## config.mk

```make
export PLATFORM = sky130hd
export DESIGN_NAME = stream_mux_nto1
export DESIGN_NICKNAME = d
export VERILOG_FILES = /design/src/rtl/stream_mux_nto1_pkg.sv /design/src/rtl/stream_mux_nto1_rr_arbiter.sv /design/src/rtl/stream_mux_nto1.sv
export SDC_FILE = /design/constraint.sdc
export NUM_CORES = 1
export LEC_CHECK = 0
export BUFFER_PORTS_ARGS = -buffer_cell sky130_fd_sc_hd__buf_2
export CAP_MARGIN = 5
export CORE_MARGIN = 1
export CORE_UTILIZATION = 46
export DETAILED_ROUTE_END_ITERATION = 12
export PLACE_DENSITY_LB_ADDON = 0.3
export SYNTH_ARGS = -nofsm -noshare
export SYNTH_HDL_FRONTEND = slang
export SYNTH_SLANG_ARGS = --single-unit
```

## constraint.sdc

```tcl
create_clock -name clk -period 6.05 [get_ports clk]
set_clock_uncertainty 0.2 [all_clocks]
set_input_delay 0.605 -clock clk [delete_from_list [all_inputs] [get_ports clk]]
set_output_delay 0.605 -clock clk [all_outputs]
set_load 0.03 [all_outputs]
```

## src/rtl/stream_mux_nto1_pkg.sv

```systemverilog
`default_nettype none
// ============================================================================
//  Module   : stream_mux_pkg
//  Brief    : Shared types, arbitration-mode constants and select-width helper
//             for the stream_mux_nto1 multiplexer.
//  Revision : 1.0 - initial release
// ============================================================================
package stream_mux_pkg;

    // Mux control states: arbitrate in IDLE, stream a burst in GRANT.
    typedef enum logic [0:0] {
        IDLE  = 1'b0,
        GRANT = 1'b1
    } state_t;

    localparam int ARB_EXT = 0;
    localparam int ARB_RR  = 1;

    // Select width for an n-way choice; never narrower than one bit.
    function automatic int sel_w(input int n);
        return (n > 1) ? $clog2(n) : 1;
    endfunction

endpackage
`default_nettype wire

```

## src/rtl/stream_mux_nto1_rr_arbiter.sv

```systemverilog
`default_nettype none
// ============================================================================
//  Module   : rr_arbiter_n
//  Brief    : Combinational round-robin picker. Returns the first asserted
//             request found searching upward from ptr+1 with wrap-around.
//  Revision : 1.0 - initial release
// ============================================================================
module rr_arbiter_n
    import stream_mux_pkg::*;
#(
    parameter int N    = 5,
    parameter int SELW = sel_w(N)
) (
    input  logic [N-1:0]    req,
    input  logic [SELW-1:0] ptr,
    output logic [SELW-1:0] gnt_idx,
    output logic            gnt_any
);

    // One spare bit so ptr + k never overflows before the wrap subtraction.
    localparam logic [SELW:0] c_n_ext = (SELW + 1)'(N);

    logic [SELW:0]   w_sum;
    logic [SELW-1:0] w_pos;

    // Walk the ring from ptr+1; the first hit claims the grant.
    always_comb begin
        gnt_idx = '0;
        gnt_any = 1'b0;
        w_sum   = '0;
        w_pos   = '0;
        for (int k = 1; k <= N; k++) begin
            w_sum = {1'b0, ptr} + (SELW + 1)'(k);
            if (w_sum >= c_n_ext) begin
                w_sum = w_sum - c_n_ext;
            end
            w_pos = w_sum[SELW-1:0];
            if (!gnt_any && req[w_pos]) begin
                gnt_any = 1'b1;
                gnt_idx = w_pos;
            end
        end
    end

endmodule
`default_nettype wire

```

## src/rtl/stream_mux_nto1.sv

```systemverilog
`default_nettype none
// ============================================================================
//  Module   : stream_mux_nto1
//  Brief    : Registered N-to-1 valid/ready stream multiplexer. A grant is held
//             for BURST_LEN beats; the channel is taken from sel or from a
//             round-robin arbiter. Output data always comes from a flop.
//  Revision : 1.0 - initial release
// ============================================================================
module stream_mux_nto1
    import stream_mux_pkg::*;
#(
    parameter  int N         = 5,
    parameter  int WIDTH     = 16,
    parameter  int BURST_LEN = 1,
    parameter  int ARB_MODE  = 0,
    localparam int SELW      = sel_w(N)
) (
    input  logic                 clk,
    input  logic                 rst_n,
    input  logic [SELW-1:0]      sel,
    input  logic [N-1:0]         s_valid,
    input  logic [N*WIDTH-1:0]   s_data,
    output logic [N-1:0]         s_ready,
    output logic                 m_valid,
    output logic [WIDTH-1:0]     m_data,
    input  logic                 m_ready,
    output logic [SELW-1:0]      m_chan,
    output logic                 m_last,
    output logic                 busy
);

    localparam int                  c_cnt_w     = $clog2(BURST_LEN + 1);
    localparam logic [c_cnt_w-1:0]  c_last_beat = c_cnt_w'(BURST_LEN - 1);
    localparam logic [SELW:0]       c_n_ext     = (SELW + 1)'(N);
    localparam logic [SELW-1:0]     c_ptr_rst   = SELW'(N - 1);

    state_t               r_state;
    state_t               w_state_nxt;
    logic [SELW-1:0]      r_gnt;
    logic [c_cnt_w-1:0]   r_beat_cnt;
    logic [SELW-1:0]      r_rr_ptr;

    logic                 r_m_valid;
    logic [WIDTH-1:0]     r_m_data;
    logic [SELW-1:0]      r_m_chan;
    logic                 r_m_last;

    logic [SELW-1:0]      w_rr_idx;
    logic                 w_rr_any;
    logic [SELW-1:0]      w_arb_idx;
    logic                 w_arb_any;
    logic                 w_out_free;
    logic                 w_accept;
    logic                 w_last_beat;

    rr_arbiter_n #(
        .N    (N),
        .SELW (SELW)
    ) u_rr_arbiter (
        .req     (s_valid),
        .ptr     (r_rr_ptr),
        .gnt_idx (w_rr_idx),
        .gnt_any (w_rr_any)
    );

    // Arbitration source: external select (ignored when out of range) or round-robin.
    always_comb begin
        w_arb_idx = '0;
        w_arb_any = 1'b0;
        if (ARB_MODE == ARB_RR) begin
            w_arb_idx = w_rr_idx;
            w_arb_any = w_rr_any;
        end else begin
            w_arb_idx = sel;
            w_arb_any = ({1'b0, sel} < c_n_ext);
        end
    end

    // Output register can take a new beat when empty or draining this cycle.
    always_comb begin
        w_out_free  = !r_m_valid || m_ready;
        w_accept    = (r_state == GRANT) && s_valid[r_gnt] && w_out_free;
        w_last_beat = (r_beat_cnt == c_last_beat);
    end

    // Only the granted channel ever sees ready, and only while in GRANT.
    always_comb begin
        s_ready = '0;
        if ((r_state == GRANT) && w_out_free) begin
            s_ready[r_gnt] = 1'b1;
        end
    end

    // Next state: one IDLE cycle per arbitration, back to IDLE after the last beat.
    always_comb begin
        w_state_nxt = r_state;
        case (r_state)
            IDLE:    if (w_arb_any) w_state_nxt = GRANT;
            GRANT:   if (w_accept && w_last_beat) w_state_nxt = IDLE;
            default: w_state_nxt = IDLE;
        endcase
    end

    // State register.
    always_ff @(posedge clk or negedge rst_n) begin
        if (!rst_n) begin
            r_state <= IDLE;
        end else begin
            r_state <= w_state_nxt;
        end
    end

    // Grant latch, beat counter and round-robin pointer.
    always_ff @(posedge clk or negedge rst_n) begin
        if (!rst_n) begin
            r_gnt      <= '0;
            r_beat_cnt <= '0;
            r_rr_ptr   <= c_ptr_rst;
        end else if (r_state == IDLE) begin
            if (w_arb_any) begin
                r_gnt <= w_arb_idx;
            end
        end else if (w_accept) begin
            if (w_last_beat) begin
                r_beat_cnt <= '0;
                r_rr_ptr   <= r_gnt;
            end else begin
                r_beat_cnt <= r_beat_cnt + c_cnt_w'(1);
            end
        end
    end

    // Output stage: reload on accept, drop valid when drained, otherwise hold.
    always_ff @(posedge clk or negedge rst_n) begin
        if (!rst_n) begin
            r_m_valid <= 1'b0;
            r_m_data  <= '0;
            r_m_chan  <= '0;
            r_m_last  <= 1'b0;
        end else if (w_accept) begin
            r_m_valid <= 1'b1;
            r_m_data  <= s_data[r_gnt*WIDTH +: WIDTH];
            r_m_chan  <= r_gnt;
            r_m_last  <= w_last_beat;
        end else if (m_ready) begin
            r_m_valid <= 1'b0;
        end
    end

    assign m_valid = r_m_valid;
    assign m_data  = r_m_data;
    assign m_chan  = r_m_chan;
    assign m_last  = r_m_last;
    assign busy    = (r_state == GRANT);

endmodule
`default_nettype wire

```

==> flow_summary.yaml, run 1 <==
global_route:
  track_usage_pct: 19.94
  global_route.overflow_total: 0
  grt_use_met2_pct: 34.02
  wire_length_of_the_first_global_routing_pass_um: 6630
  globalRouteMet3Util_pct: 4.167
  via_count_of_the_first_global_routing_pass: 1495
  globalRoute.busiestLayer: "met2"
  grt_max_degree: 59
  use_met1_pct: 24.67
  antenna_found_initial: 0
synthesis:
  synth.most_common_cell: "mux2i_1"
  synth_sequential_area_ratio_pct: 33.97
  post_synth_most_frequent_cells: "mux2i_1, dfrtp_1, o21a_1"
  synth_flop_cell: "dfrtp_1"
  netlist-cell-type-count: 25
  netlist.area_leader.share_pct: 33.97
  syn-mean-instance-area_um2: 10.58
  post_synthesis_cell_count: 174
  post_synth_main_area_contributors: "dfrtp_1, mux2i_1, mux2_4"
  synthesis.yosys.warnings: 0
  synth-seq-cells: 25
  largest_area_contributor_in_the_netlist: "dfrtp_1"
  mappedNetlistArea_um2: 1842
  synth-edff-count: 0
  synthesis.nets: 265
  async_reset_ff_share_pct: 100.0
timing:
  hold_viol_final: 0
  min_period_ns: 3.345
  transition_time_of_the_tightest_slew_check_pin_ns: 1.095
  maxSlewViolCount: 0
  setup_ws_ns: 2.705
  grt_setup_unrepaired: "false"
  timing.setup.tns_ns: 0
  final_layout_worst_hold_slack_ns: 0.1030
  final.period_utilization_pct: 55.29
  finalSetupViolCount: 0
  max_slew_margin_pct: 27.00
  max_freq_mhz: 299.0
detailed_routing:
  wl_um: 4318
  drt.antenna.violating_nets: 0
  post-route-drc-count: 0
  vias_per_cell: 5.261
  via_count: 1715
  detail_route.wl_per_cell_um: 13.25
  detailedRoute.firstPassIterationCount: 4
  drtIter0Drc: 28
cts:
  numCtsBuffers: 3
  tritoncts_clock_tree: "built"
  cts_resized: 0
  ctsLongestPathBuffers: 2
  clock_tree.htree_level_count: 1
  postCtsSetupRepairBufs: 0
  tritoncts_num_sinks: 25
  holdBufCountCts: 0
  clk_root_buffer_cell: "clkbuf_8"
  worst_skew_pair.late_latency_ns: 0.27
  path_clk_slew_ns: 0.08
power_and_ir_drop:
  power.static_leakage_nw: 1.227
  power.density_nw_per_um2: 509.4
  vdd.ir_drop.worst_v: 0.0003590
floorplanning:
  floorplan.core_area_um2: 3744
  die-width_um: 65.28
  ioPinCount: 118
  initial_utilization_pct: 49.20
  floorplan_row_count: 22
  die_area_um2: 4261
  fp.dieH_um: 65.28
job:
  max-cap-violations: 0
critical_path:
  timing.critical_path.from_type: "flop"
  path_buf_inv: 0
  timing.critical_path.cells: "nand2b_1 -> o32ai_2 -> o21a_1 -> mux2_2"
  crit_type: "flop to flop"
  critical_path.max_stage_delay_ns: 0.91
  cell_with_the_largest_stage_delay_on_the_worst_path: "dfrtp_1"
  critical_path.endpoint_type: "flop"
  critical_path_peak_fanout: 26
  critical_path_arrival_ns: 3.30
  crit_family: "compound AO/OA/AOI/OAI gates"
  worstPathRequired_ns: 6.00
place:
  portBuffers: 117
  dpl_worst_slack_ns: 2.697
  gp_routability_congestion: 0.7437
  dp_hpwl_um: 3161
layout:
  share_of_post_route_cells_with_drive_strength_above_1_pct: 50.36
  finalNetCount: 370
  synthToLayoutAreaGrowth_pct: 31.66
  number_of_diodes: 0
hold_path:
  holdCritPathClass: "input port to async pin"
status:
  outcome: "complete, no violations"
[flip-flops by register name (all words and copies together) (netlist names)]
| signal | cells |
|---|---|
| m_data | 16 |
| m_chan | 3 |
| r_gnt | 3 |
| busy | 1 |
| m_last | 1 |
| m_valid | 1 |
[routing by layer]
metal  wire [um]  up-vias
li1            -      859
met5           0        -
met3         352        6
met2        1952       75
met1        1961      775
met4          51        0
[cells in the final DEF (no fill, tap or decap), drive strengths merged]
| master | synthesis | final |
|---|---|---|
| clkbuf | 5 | 4 |
| nand2 | 4 | 4 |
| nand2b | 3 | 3 |
| a32o | 2 | 2 |
| dfrtp | 25 | 25 |
| o22ai | 16 | 16 |
| nor2 | 9 | 9 |
| buf | 13 | 118 |
| a211oi | 2 | 2 |
| and4b | 1 | 1 |
| nor3b | 1 | 1 |
| nand3b | 16 | 16 |
| mux2i | 34 | 34 |
| nor4 | 1 | 1 |
| o21a | 17 | 17 |
| o32ai | 1 | 1 |
| mux2 | 17 | 17 |
| o21ai | 1 | 1 |
| nor4b | 2 | 2 |
| nor3 | 3 | 3 |
| and2 | 1 | 1 |
[where the power goes]
part / internal (W) / switching (W) / leakage [nW]
Clock: 0.0000471 / 0.0000499 / 0.0228
Combinational: 0.000375 / 0.000394 / 0.899
Sequential: 0.000242 / 0.000127 / 0.305
Total: 0.000664 / 0.000571 / 1.23
[per-stage QoR]
stage / power [W] / instance area (um^2) / std cells / util (%)
finish: 0.001235 / 2425 / 326 / 64.77
global route: 0.001316 / 2425 / 326 / 64.77
CTS: 0.001245 / 2425 / 326 / 64.77
detailed placement: 0.001147 / 2380 / 322 / 63.57
global placement: 0.001133 / 2380 / 322 / 63.57
floorplan: 0.001010 / 1842 / 174 / -
[layout make-up]
cell class                 count  area (um^2)
clock buffer                   4        45.04
multi-input combinational    131         1100
timing repair buffer         118        593.1
tap                           48        60.06
sequential                    25        626.9
fill                         340         1319
[final timing paths]
path / from / end / slack [ns] / cells past startpoint
setup reg to reg: r_gnt[1]$_DFFE_PN0P_ / m_data[6]$_DFFE_PN0P_ / 2.71 / 4
hold / removal: rst_n / m_chan[0]$_DFFE_PN0P_ / 0.10 / 1
min in group clk: m_last$_DFFE_PN0P_ / m_last$_DFFE_PN0P_ / 0.27 / 1
setup / recovery: r_gnt[1]$_DFFE_PN0P_ / m_data[6]$_DFFE_PN0P_ / 2.71 / 4
max in group asynchronous: rst_n / r_gnt[0]$_DFFE_PN0P_ / 5.17 / 1
hold reg to reg: m_last$_DFFE_PN0P_ / m_last$_DFFE_PN0P_ / 0.27 / 1
[worst register-to-register path: stages, from the launching register on]
cell and delay, ns:
dfrtp_1 0.91, nand2b_1 0.59, o32ai_2 0.32, o21a_1 0.80
mux2_2 0.42
[cells by family after synthesis]
| group | synth area share, % |
|---|---|
| multiplexers | 30.71 |
| AND/OR/NAND/NOR | 13.59 |
| AO/OA/AOI/OAI | 15.42 |
| flip-flops | 33.97 |
| buffers and inverters | 6.318 |
(Power assumes the default switching activity.)
==> run 2: changes to the inputs <==
CORE_UTILIZATION = 43   (was 46)
clock period = 3.2 ns   (was 6.05 ns; I/O delays follow)
==> flow_summary.yaml, run 2 (synthesis gave the netlist of run 1 again) <==
global_route:
  global_route.overflow_total: 0
  grt_max_degree: 41
  via_count_of_the_first_global_routing_pass: 1667
  track_usage_pct: 21.56
  antenna_found_initial: 0
  wire_length_of_the_first_global_routing_pass_um: 7596
cts:
  holdBufCountCts: 1
  ctsLongestPathBuffers: 2
  clk_root_buffer_cell: "clkbuf_8"
  numCtsBuffers: 3
  cts_resized: 0
  clock_tree.htree_level_count: 1
  tritoncts_num_sinks: 25
  path_clk_slew_ns: 0.09
  tritoncts_clock_tree: "built"
  worst_skew_pair.late_latency_ns: 0.26
  postCtsSetupRepairBufs: 0
place:
  gp_routability_congestion: 0.7451
  dp_hpwl_um: 3415
  portBuffers: 117
  dpl.cell_count: 328
power_and_ir_drop:
  vdd.ir_drop.worst_v: 0.0006313
  power.static_leakage_nw: 1.250
  power.density_nw_per_um2: 967.1
timing:
  grt_setup_unrepaired: "false"
  maxSlewViolCount: 0
  max_freq_mhz: 380.2
  transition_time_of_the_tightest_slew_check_pin_ns: 0.6380
  min_period_ns: 2.630
  finalSetupViolCount: 0
  timing.setup.tns_ns: 0
  max_slew_margin_pct: 57.02
  final.period_utilization_pct: 82.20
  hold_viol_final: 0
job:
  max-cap-violations: 0
floorplanning:
  fp.dieH_um: 67.45
  die-width_um: 67.45
  floorplan.core_area_um2: 4058
  initial_utilization_pct: 45.39
  floorplan_row_count: 23
  die_area_um2: 4549
  ioPinCount: 118
hold_path:
  holdCritPathClass: "input port to flop"
  hold_depth: 3
critical_path:
  timing.critical_path.from_type: "flop"
  reg2regPathDepth: 5
  timing.critical_path.cells: "nand2_1 -> o32ai_2 -> o21a_1 -> buf_4 -> mux2_4"
  critical_path_peak_fanout: 18
  crit_type: "flop to flop"
  critical_path.endpoint_type: "flop"
  crit_family: "compound AO/OA/AOI/OAI gates"
  critical_path_arrival_ns: 2.59
  path_depth: 5
  cell_with_the_largest_stage_delay_on_the_worst_path: "dfrtp_1"
  path_buf_inv: 1
  worstPathRequired_ns: 3.16
  critical_path.max_stage_delay_ns: 0.76
detailed_routing:
  vias_per_cell: 5.285
  detailedRoute.firstPassIterationCount: 4
  post-route-drc-count: 0
  drt.antenna.violating_nets: 0
  detail_route.wl_per_cell_um: 13.70
  wl_um: 4561
  drtIter0Drc: 42
  via_count: 1760
layout:
  layout.cells.most_common: "buf_2"
  layout.cells.most_common_list: "buf_2, mux2i_1, dfrtp_1"
  share_of_post_route_cells_with_drive_strength_above_1_pct: 51.24
  largest_register_ffs: 16
  fin_cells: 333
  number_of_diodes: 0
  synthToLayoutAreaGrowth_pct: 34.17
  finalNetCount: 375
status:
  outcome: "complete, no violations"
run 2: cell types whose count changed in the layout (fill, tap and decap cells not counted), sizes merged:
cell and change:
buf +4, clkbuf -1, dlygate4sd3 +1, clkinvlp +1
run 2: cell type report:
type                       instances  area, um^2
timing repair buffer             123       633.1
clock buffer                       3       41.29
tap                               50       62.56
sequential                        25       626.9
fill                             377        1587
multi-input combinational        131        1100
clock inverter                     1       7.507
run 2: routing by layer:
metal	vias to the layer above	routed length (um)	global-route usage, %
met5	-	0	0
met3	0	339	2.534
met1	807	2106	29.50
met4	0	0	3.191
li1	870	-	-
met2	83	2115	37.00
run 2: worst reg2reg max path: stages, from the launching register on:
cell	delay [ns]
dfrtp_1	0.76
nand2_1	0.16
o32ai_2	0.35
o21a_1	0.45
buf_4	0.29
mux2_4	0.31
run 2: power breakdown:
| part | switching (W) | internal (W) |
|---|---|---|
| combinational | 0.000853 | 0.000732 |
| clock | 0.000100 | 0.0000880 |
| sequential | 0.000157 | 0.000459 |
run 2: metrics by stage:
step	hold slack (ns)	util, %	setup slack (ns)	area [um^2]	power (W)
finish	0.1349	60.90	0.5696	2471	0.002390
global route	0.1333	60.90	0.3759	2471	0.002576
CTS	0.1195	60.90	0.5637	2471	0.002417
detailed placement	0.1489	59.45	0.5943	2412	0.002214
global placement	0.1400	59.45	0.6869	2412	0.002191
floorplan	-0.1756	-	0.8357	1842	0.001910
run 2: path summary, 6_finish.rpt:
check / startpoint / endpoint / slack, ns
setup reg to reg: r_gnt[2]$_DFFE_PN0P_ / m_data[11]$_DFFE_PN0P_ / 0.57
max in group asynchronous: rst_n / r_gnt[0]$_DFFE_PN0P_ / 2.02
hold reg to reg: m_last$_DFFE_PN0P_ / m_last$_DFFE_PN0P_ / 0.28
hold / removal: sel[0] / r_gnt[0]$_DFFE_PN0P_ / 0.13
min in group asynchronous: rst_n / m_data[12]$_DFFE_PN0P_ / 0.37
setup / recovery: r_gnt[2]$_DFFE_PN0P_ / m_data[11]$_DFFE_PN0P_ / 0.57
==> run 3: changes to the inputs <==
clock period = 2.5 ns   (was 3.2 ns; I/O delays follow)
==> flow_summary.yaml, run 3 (synthesis gave the netlist of run 1 again) <==
cts:
  worst_skew_pair.late_latency_ns: 0.26
  ctsLongestPathBuffers: 2
  postCtsSetupRepairBufs: 0
  clk_root_buffer_cell: "clkbuf_8"
  cts_resized: 0
  tritoncts_clock_tree: "built"
  clock_tree.htree_level_count: 1
  tritoncts_num_sinks: 25
  numCtsBuffers: 3
  path_clk_slew_ns: 0.08
critical_path:
  path_buf_inv: 1
  timing.critical_path.from_type: "flop"
  crit_type: "flop to flop"
  critical_path_peak_fanout: 19
  worstPathRequired_ns: 2.45
  critical_path.endpoint_type: "flop"
  setup.reg_to_reg.worst_slack_ns: 0.47
  critical_path_arrival_ns: 1.98
  worst_r2r_endpoint: "m_data[10]$_DFFE_PN0P_"
  cell_with_the_largest_stage_delay_on_the_worst_path: "dfrtp_2"
  path_depth: 5
  reg2regPathDepth: 5
  r2r_start: "r_gnt[0]$_DFFE_PN0P_"
  timing.critical_path.cells: "mux2i_1 -> o32ai_2 -> o21a_1 -> buf_4 -> mux2_4"
  crit_family: "multiplexers"
  endpoint: "m_data[10]$_DFFE_PN0P_"
  worst_setup_startpoint: "r_gnt[0]$_DFFE_PN0P_"
  critical_path.max_stage_delay_ns: 0.58
detailed_routing:
  post-route-drc-count: 0
  highest_metal_used: "met4"
  drt.antenna.violating_nets: 0
  met2_wire_length_um: 2086
  detailedRoute.firstPassIterationCount: 4
  drtIter0Drc: 36
  wl_um: 4578
  met3RoutedLength_um: 321
  detail_route.wl_per_cell_um: 13.67
  vias_per_cell: 5.206
  met1_length_um: 2150
  via_count: 1744
floorplanning:
  fp.dieH_um: 67.45
  ioPinCount: 118
  floorplan_row_count: 23
  die-width_um: 67.45
  initial_utilization_pct: 45.39
  floorplan.core_area_um2: 4058
  die_area_um2: 4549
place:
  dpl.cell_count: 330
  gp_routability_congestion: 0.7613
  portBuffers: 117
  dp_hpwl_um: 3450
layout:
  fin_cells: 335
  number_of_diodes: 0
  finalNetCount: 377
  multiInputGateArea_um2: 1100
  largest_register_ffs: 16
  share_of_post_route_cells_with_drive_strength_above_1_pct: 51.23
  synthToLayoutAreaGrowth_pct: 34.78
  fillers: 374
  fin_util_pct: 61.18
  layout.cells.most_common: "buf_2"
  ff_latch_area_um2: 626.9
  layout.cells.most_common_list: "buf_2, mux2i_1, dfrtp_1"
timing:
  max_slew_margin_pct: 62.00
  max_freq_mhz: 493.2
  hold_viol_final: 0
  transition_time_of_the_tightest_slew_check_pin_ns: 0.5701
  final.period_utilization_pct: 81.10
  grt_setup_unrepaired: "false"
  maxSlewViolCount: 0
  finalSetupViolCount: 0
  min_period_ns: 2.027
  timing.setup.tns_ns: 0
power_and_ir_drop:
  power.density_nw_per_um2: 1238
  sw_ratio_pct: 45.92
  clock_power_share_pct: 7.5
  power.static_leakage_nw: 1.261
  pwr-share-seq_pct: 25.1
  comb_power_share_pct: 67.5
  total_switching_power_w: 0.001411
  power_w: 0.003073
  vdd.ir_drop.worst_v: 0.0009965
  p_int_w: 0.001662
job:
  max-cap-violations: 0
global_route:
  via_count_of_the_first_global_routing_pass: 1512
  track_usage_pct: 19.94
  grt_max_degree: 41
  global_route.overflow_total: 0
  wire_length_of_the_first_global_routing_pass_um: 6913
  antenna_found_initial: 0
status:
  outcome: "complete, no violations"
hold_path:
  holdCritPathClass: "input port to flop"
[run 3: changes by cell type in the layout (fill, tap and decap cells not counted)]
cell | previous run | this run
clkbuf_1 | 0 | 1
buf_4 | 5 | 7
clkinvlp_4 | 1 | 0
[run 3: worst min-delay path: cells and delay by family]
family                 cells  cell delay (ns)
AO/OA/AOI/OAI              1             0.05
buffers and inverters      1             0.12
AND/OR/NAND/NOR            1             0.08
[run 3: power groups by stage]
| stage | Clock [W] | Sequential, W | Combinational (W) |
|---|---|---|---|
| after CTS | 0.000241 | 0.000767 | 0.00210 |
| after floorplan | 0 | 0.000990 | 0.00145 |
| after global placement | 0 | 0.000772 | 0.00206 |
| after detailed placement | 0 | 0.000770 | 0.00210 |
| after global routing | 0.000255 | 0.000803 | 0.00225 |
| final | 0.000230 | 0.000770 | 0.00207 |
[run 3: final cells by class]
| type | instances | area share (%) |
|---|---|---|
| timing repair buffer | 125 | 26.11 |
| clock buffer | 4 | 1.815 |
| multi-input combinational | 131 | 44.30 |
| sequential | 25 | 25.25 |
| tap | 50 | 2.520 |
[run 3: what timing repair did]
action / in CTS / in global routing
hold endpoints to repair: 25 / 0
endpoints found under the setup margin: 0 / 0
hold buffers: 1 / 0
[run 3: layer usage]
metal,vias up,GRT usage [%]
li1,875,-
met1,783,26.63
met2,82,34.25
met3,4,2.703
met4,0,3.989
met5,-,0
[run 3: metrics by stage]
stage          hold slack (ns)  cell area (um^2)  worst slack (ns)
3_5_place_dp           0.08305              2427            0.4694
2_1_floorplan          -0.2456              1842            0.2057
4_1_cts                0.06477              2482            0.4654
3_3_place_gp           0.07996              2427            0.5202
5_1_grt                0.09046              2482            0.3414
6_report               0.07332              2482            0.4726
[run 3: worst min path at each step]
stage | endpoint | from | cells past startpoint | slack (ns)
after floorplan | busy$_DFF_PN0_ | rst_n | 0 | -0.25
after global placement | m_data[14]$_DFFE_PN0P_ | rst_n | 1 | 0.08
after detailed placement | m_data[12]$_DFFE_PN0P_ | rst_n | 1 | 0.08
after CTS | r_gnt[1]$_DFFE_PN0P_ | sel[1] | 3 | 0.06
after global routing | r_gnt[1]$_DFFE_PN0P_ | sel[1] | 3 | 0.09
final | r_gnt[1]$_DFFE_PN0P_ | sel[1] | 3 | 0.07
